$ cat config.mk
export PLATFORM = sky130hd
export DESIGN_NAME = id_ex_operand_stage
export DESIGN_NICKNAME = d
export VERILOG_FILES = /design/src/rtl/id_ex_operand_stage.sv
export SDC_FILE = /design/constraint.sdc
export NUM_CORES = 1
export LEC_CHECK = 0
export ABC_AREA = 1
export ABC_CLOCK_PERIOD_IN_PS = 1700
export BUFFER_PORTS_ARGS = -buffer_cell sky130_fd_sc_hd__buf_2
export CAP_MARGIN = 10
export CORE_MARGIN = 2
export CORE_UTILIZATION = 40
export CTS_CLUSTER_DIAMETER = 80
export DETAILED_ROUTE_END_ITERATION = 7
export GPL_TIMING_DRIVEN = 0
export PLACE_DENSITY_LB_ADDON = 0.08
export SLEW_MARGIN = 20
export SYNTH_ARGS = -nofsm -noshare
export SYNTH_HDL_FRONTEND = slang
export SYNTH_SLANG_ARGS = --single-unit
$ cat constraint.sdc
create_clock -name clk -period 1.7 [get_ports clk]
set_input_delay 0 -clock clk [delete_from_list [all_inputs] [get_ports clk]]
set_output_delay 0 -clock clk [all_outputs]
set_load 0.005 [all_outputs]
$ cat src/rtl/id_ex_operand_stage.sv
// ID/EX pipeline register with operand select, MEM/WB forwarding and
// load-use hazard detection, feeding the execute-stage ALU.
// Optional feature macro: FORWARDING_EN. When it is defined, MEM/WB results
// are forwarded. When it is undefined, operands come from the stage register
// only, and any RAW hazard against EX stalls.
module id_ex_operand_stage #(
  parameter int WIDTH  = 32,
  parameter int REG_AW = 5
) (
  input  logic              clk,
  input  logic              resetn,
  input  logic              stall,
  input  logic              flush,
  input  logic              id_valid,
  input  logic [REG_AW-1:0] id_rs1,
  input  logic [REG_AW-1:0] id_rs2,
  input  logic [REG_AW-1:0] id_rd,
  input  logic [WIDTH-1:0]  id_rs1_data,
  input  logic [WIDTH-1:0]  id_rs2_data,
  input  logic [WIDTH-1:0]  id_imm,
  input  logic              id_alu_src,
  input  logic [2:0]        id_alu_control,
  input  logic              id_reg_write,
  input  logic              id_mem_read,
  input  logic              id_mem_write,
  input  logic [REG_AW-1:0] mem_rd,
  input  logic              mem_reg_write,
  input  logic [WIDTH-1:0]  mem_result,
  input  logic [REG_AW-1:0] wb_rd,
  input  logic              wb_reg_write,
  input  logic [WIDTH-1:0]  wb_result,
  output logic              ex_valid,
  output logic [WIDTH-1:0]  alu_a,
  output logic [WIDTH-1:0]  alu_b,
  output logic [2:0]        ex_alu_control,
  output logic [REG_AW-1:0] ex_rd,
  output logic              ex_reg_write,
  output logic              ex_mem_read,
  output logic              ex_mem_write,
  output logic [WIDTH-1:0]  ex_store_data,
  output logic              load_use_stall
);

  typedef struct packed {
    logic              valid;
    logic [REG_AW-1:0] rs1;
    logic [REG_AW-1:0] rs2;
    logic [REG_AW-1:0] rd;
    logic [WIDTH-1:0]  rs1_data;
    logic [WIDTH-1:0]  rs2_data;
    logic [WIDTH-1:0]  imm;
    logic              alu_src;
    logic [2:0]        alu_control;
    logic              reg_write;
    logic              mem_read;
    logic              mem_write;
  } stage_t;

  // An all-zero stage is the bubble: invalid, no side effects, x0 target.
  localparam stage_t BUBBLE = '0;

  stage_t q, id_stage;
  logic   rs_hit;
  logic [WIDTH-1:0] fwd_a, fwd_b;

  assign id_stage = '{valid: id_valid, rs1: id_rs1, rs2: id_rs2, rd: id_rd,
                      rs1_data: id_rs1_data, rs2_data: id_rs2_data, imm: id_imm,
                      alu_src: id_alu_src, alu_control: id_alu_control,
                      reg_write: id_reg_write, mem_read: id_mem_read,
                      mem_write: id_mem_write};

  // The instruction in ID reads the register that the instruction in EX writes.
  assign rs_hit = q.valid & (q.rd != '0) & id_valid &
                  ((q.rd == id_rs1) | (q.rd == id_rs2));

`ifdef FORWARDING_EN
  // MEM is younger than WB, so it is checked first. x0 is never forwarded.
  always_comb begin
    fwd_a = q.rs1_data;
    fwd_b = q.rs2_data;
    if (mem_reg_write && mem_rd != '0 && mem_rd == q.rs1)   fwd_a = mem_result;
    else if (wb_reg_write && wb_rd != '0 && wb_rd == q.rs1) fwd_a = wb_result;
    if (mem_reg_write && mem_rd != '0 && mem_rd == q.rs2)   fwd_b = mem_result;
    else if (wb_reg_write && wb_rd != '0 && wb_rd == q.rs2) fwd_b = wb_result;
  end

  // Only a load's result arrives too late to forward.
  assign load_use_stall = rs_hit & q.mem_read;
`else
  assign fwd_a = q.rs1_data;
  assign fwd_b = q.rs2_data;

  // Without forwarding, every producer in EX blocks a dependent consumer.
  assign load_use_stall = rs_hit & q.reg_write;

  logic unused_fwd;
  assign unused_fwd = ^{mem_rd, mem_reg_write, mem_result, wb_rd, wb_reg_write,
                        wb_result, q.rs1, q.rs2};
`endif

  // Stage register: flush > stall (hold) > load-use bubble > capture.
  always_ff @(posedge clk or negedge resetn) begin
    if (!resetn)             q <= BUBBLE;
    else if (flush)          q <= BUBBLE;
    else if (stall)          q <= q;
    else if (load_use_stall) q <= BUBBLE;
    else                     q <= id_stage;
  end

  assign ex_valid       = q.valid;
  assign alu_a          = fwd_a;
  assign alu_b          = q.alu_src ? q.imm : fwd_b;
  assign ex_store_data  = fwd_b;
  assign ex_alu_control = q.alu_control;
  assign ex_rd          = q.rd;
  assign ex_reg_write   = q.reg_write;
  assign ex_mem_read    = q.mem_read;
  assign ex_mem_write   = q.mem_write;

endmodule

==> flow_summary.json <==
{
  "status": "complete, no violations",
  "crit_arrival_ns": 1.58,
  "syn_area_um2": 6190,
  "power_w": 0.00616,
  "syn_to_final_growth_pct": 46.4,
  "cp-start-kind": "flop",
  "vias_per_cell": 4.22,
  "cts_buffers": 9,
  "die-height_um": 128,
  "antennaDiodeCount": 0,
  "path_max_fanout": 10,
  "tightestPinTransition_ns": 0.581,
  "skew_ns": 0.00845,
  "power.leakage_nw": 5.69,
  "finalSetupViolCount": 0,
  "worstReg2RegStart": "ex_rd[2]",
  "power.density_nw_per_um2": 680,
  "wirelength_um": 17500,
  "dr.pass1.iters": 4,
  "grt_pass1_vias": 5722,
  "ys_top_cells_by_area": "dfrtp_1 44%, nand2_1 21%, buf_4 8.9%",
  "grt_first_pass_wirelength_um": 27700,
  "peakVddDrop_uv": 468,
  "synth_compound_area_frac": 0,
  "hold_viol": 0,
  "clock-sinks": 109,
  "slew_violations": 0,
  "synthXorXnorAreaFrac": 0.00283,
  "gp_congestion": 0.811,
  "synth-seq-cells": 109,
  "initial_utilization": 0.409,
  "maxCapViolCount": 0,
  "ys_warn_count": 0,
  "ys_dominant_reg_cell": "dfrtp_1",
  "tritoncts": "built",
  "io_buffers": 231,
  "path_clk_slew_ns": 0.07,
  "vias": 5914,
  "drtIter0Drc": 198,
  "grt-ovfl-total": 0,
  "synth_edf_count": 0,
  "syn_area_per_cell_um2": 7.26,
  "worstSkewPairLatency_ns": 0.36,
  "drcViolationCount": 0,
  "r2r_setup_slack_ns": 0.16,
  "core_um2": 15100,
  "r2r-end": "ex_store_data[20]",
  "critPathRequiredTime_ns": 1.70,
  "yosys.area_share.adder": 0,
  "synth_common_cells": "349 x nand2_1, 122 x inv_1, 117 x nor2_1",
  "endpoint_kind": "output pin",
  "io_pins": 308,
  "fillCellCount": 1428,
  "root_buffer": "clkbuf_16",
  "seq_area_frac_synth": 0.441,
  "timing.final.crit_share": 0.932,
  "crit_path_top_delay_cell": "dfrtp_2",
  "synth_top_area_share": 0.441,
  "hold_path.class": "input pin to asynchronous set/reset pin",
  "min_period_ns": 1.58,
  "synth.distinct_cells": 18,
  "nets": 1406,
  "netlist_instances": 852,
  "max_freq_ghz": 0.631,
  "grt_setup_unrepaired": "no",
  "fp.dieArea_um2": 16500,
  "cts_buffer_depth": 2,
  "rows": 45,
  "placed_area_um2": 7610,
  "fin_area_um2": 9060,
  "synth_most_common_cell": "nand2_1",
  "antenna_found_initial": 0,
  "muxShareOfSynthArea": 0.0582,
  "drive_above_1_share": 0.316,
  "antenna_left": 0,
  "relSlewSlack": 0.612,
  "crit_chain": "buf_4 > mux2_2 > buf_2",
  "async_flop_share": 1.00,
  "cpPeakStageDelay_ns": 0.48,
  "grt_max_degree": 73,
  "detailed_place_hpwl_um": 11600,
  "reg2reg_depth": 9,
  "grt.total_usage": 0.214,
  "die_w_um": 128,
  "synth_nets": 1051,
  "crit_type": "flop to output pin",
  "synth_top_family_by_area": "simple AND/OR/NAND/NOR gates",
  "cts_max_level": 3,
  "synthSimpleGateAreaFrac": 0.290,
  "routedWlPerCell_um": 12.5,
  "yosysTopAreaCell": "dfrtp_1"
}
==> critical path: cells and delay by family, from the launching register on <==
| kind | cells | cell delay [ns] |
|---|---|---|
| buffers and inverters | 2 | 0.38 |
| flip-flops | 1 | 0.48 |
| multiplexers | 1 | 0.36 |
==> layout by cell type, fill, tap and decap left out, drive strengths merged <==
cell type	n
buf	325
nand3	3
nor3	1
clkinv	2
mux2	32
nor2	118
bufinv	1
and3	1
clkbuf	32
nand2	350
xnor2	2
inv	124
dlygate4sd3	110
clkinvlp	1
or2	1
dfrtp	109
==> per-stage QoR <==
stage | utilization | cells | setup WS [ns] | TNS [ns] | hold WS [ns]
after floorplan | - | 852 | 0.380 | 0 | -0.296
after global placement | 0.501 | 1271 | -0.776 | -83.51 | 0.302
after detailed placement | 0.503 | 1272 | 0.132 | 0 | -0.0716
after CTS | 0.598 | 1401 | -0.00369 | -0.00369 | 0.116
after global routing | 0.598 | 1400 | 0.00313 | 0 | 0.137
final | 0.598 | 1400 | 0.115 | 0 | 0.114
==> layout make-up <==
type	instances	area, um2	area share
multi-input cells	508	2180	0.241
plain buffers	109	817	0.0902
well taps	188	235	0.0260
clock inverters	4	47.5	0.00525
inverters	124	465	0.0514
repair buffers	346	2330	0.257
flip-flops and latches	109	2730	0.302
clock buffers	12	246	0.0272
==> power breakdown <==
part	leakage, nW	internal, W	total [W]	switching (W)
clock network	0.143	0.00118	0.00213	0.000947
registers	1.44	0.00274	0.00284	0.000102
logic	4.10	0.000673	0.00119	0.000521
total	5.69	0.00459	0.00616	0.00157
==> routing by layer <==
metal | up-vias | part of all wire | wire [um] | global-route usage
li1 | 3095 | - | - | -
met1 | 2629 | 0.45 | 7780 | 0.265
met2 | 165 | 0.48 | 8340 | 0.368
met3 | 25 | 0.056 | 974 | 0.0470
met4 | 0 | 0.022 | 384 | 0.0769
met5 | - | 0 | 0 | 0
==> sequential cells by signal, indices dropped and copies added (netlist names) <==
| signal | flops |
|---|---|
| ex_valid | 1 |
| ex_alu_control | 3 |
| ex_rd | 5 |
| ex_mem_read | 1 |
| ex_mem_write | 1 |
| ex_store_data | 32 |
| alu_a | 32 |
| ex_reg_write | 1 |
| q | 33 |
==> worst max path at each step <==
stage,startpoint,endpoint,cells past startpoint
detailed placement,q[6],alu_b[25],4
finish,q[6],alu_b[11],3
CTS,ex_rd[0],load_use_stall,10
global route,ex_rd[0],load_use_stall,10
global placement,resetn,ex_store_data[14],1
floorplan,ex_rd[0],alu_a[0],10
==> cell families after synthesis <==
family                    Yosys count
and+or+nand+nor                   474
DFF                               109
xor gates and xnor gates            2
muxes                              32
buffers and inverters             235
==> repair_timing <==
action | 4_1_cts | 5_1_grt
hold buffers | 110 | 0
resized for setup | 12 | 4
buffers inserted | 4 | 0
setup endpoints to repair | 30 | 97
hold endpoints to repair | 218 | 0
pin swaps | 5 | 4
No activity file was read; power rests on OpenSTA's default activity.
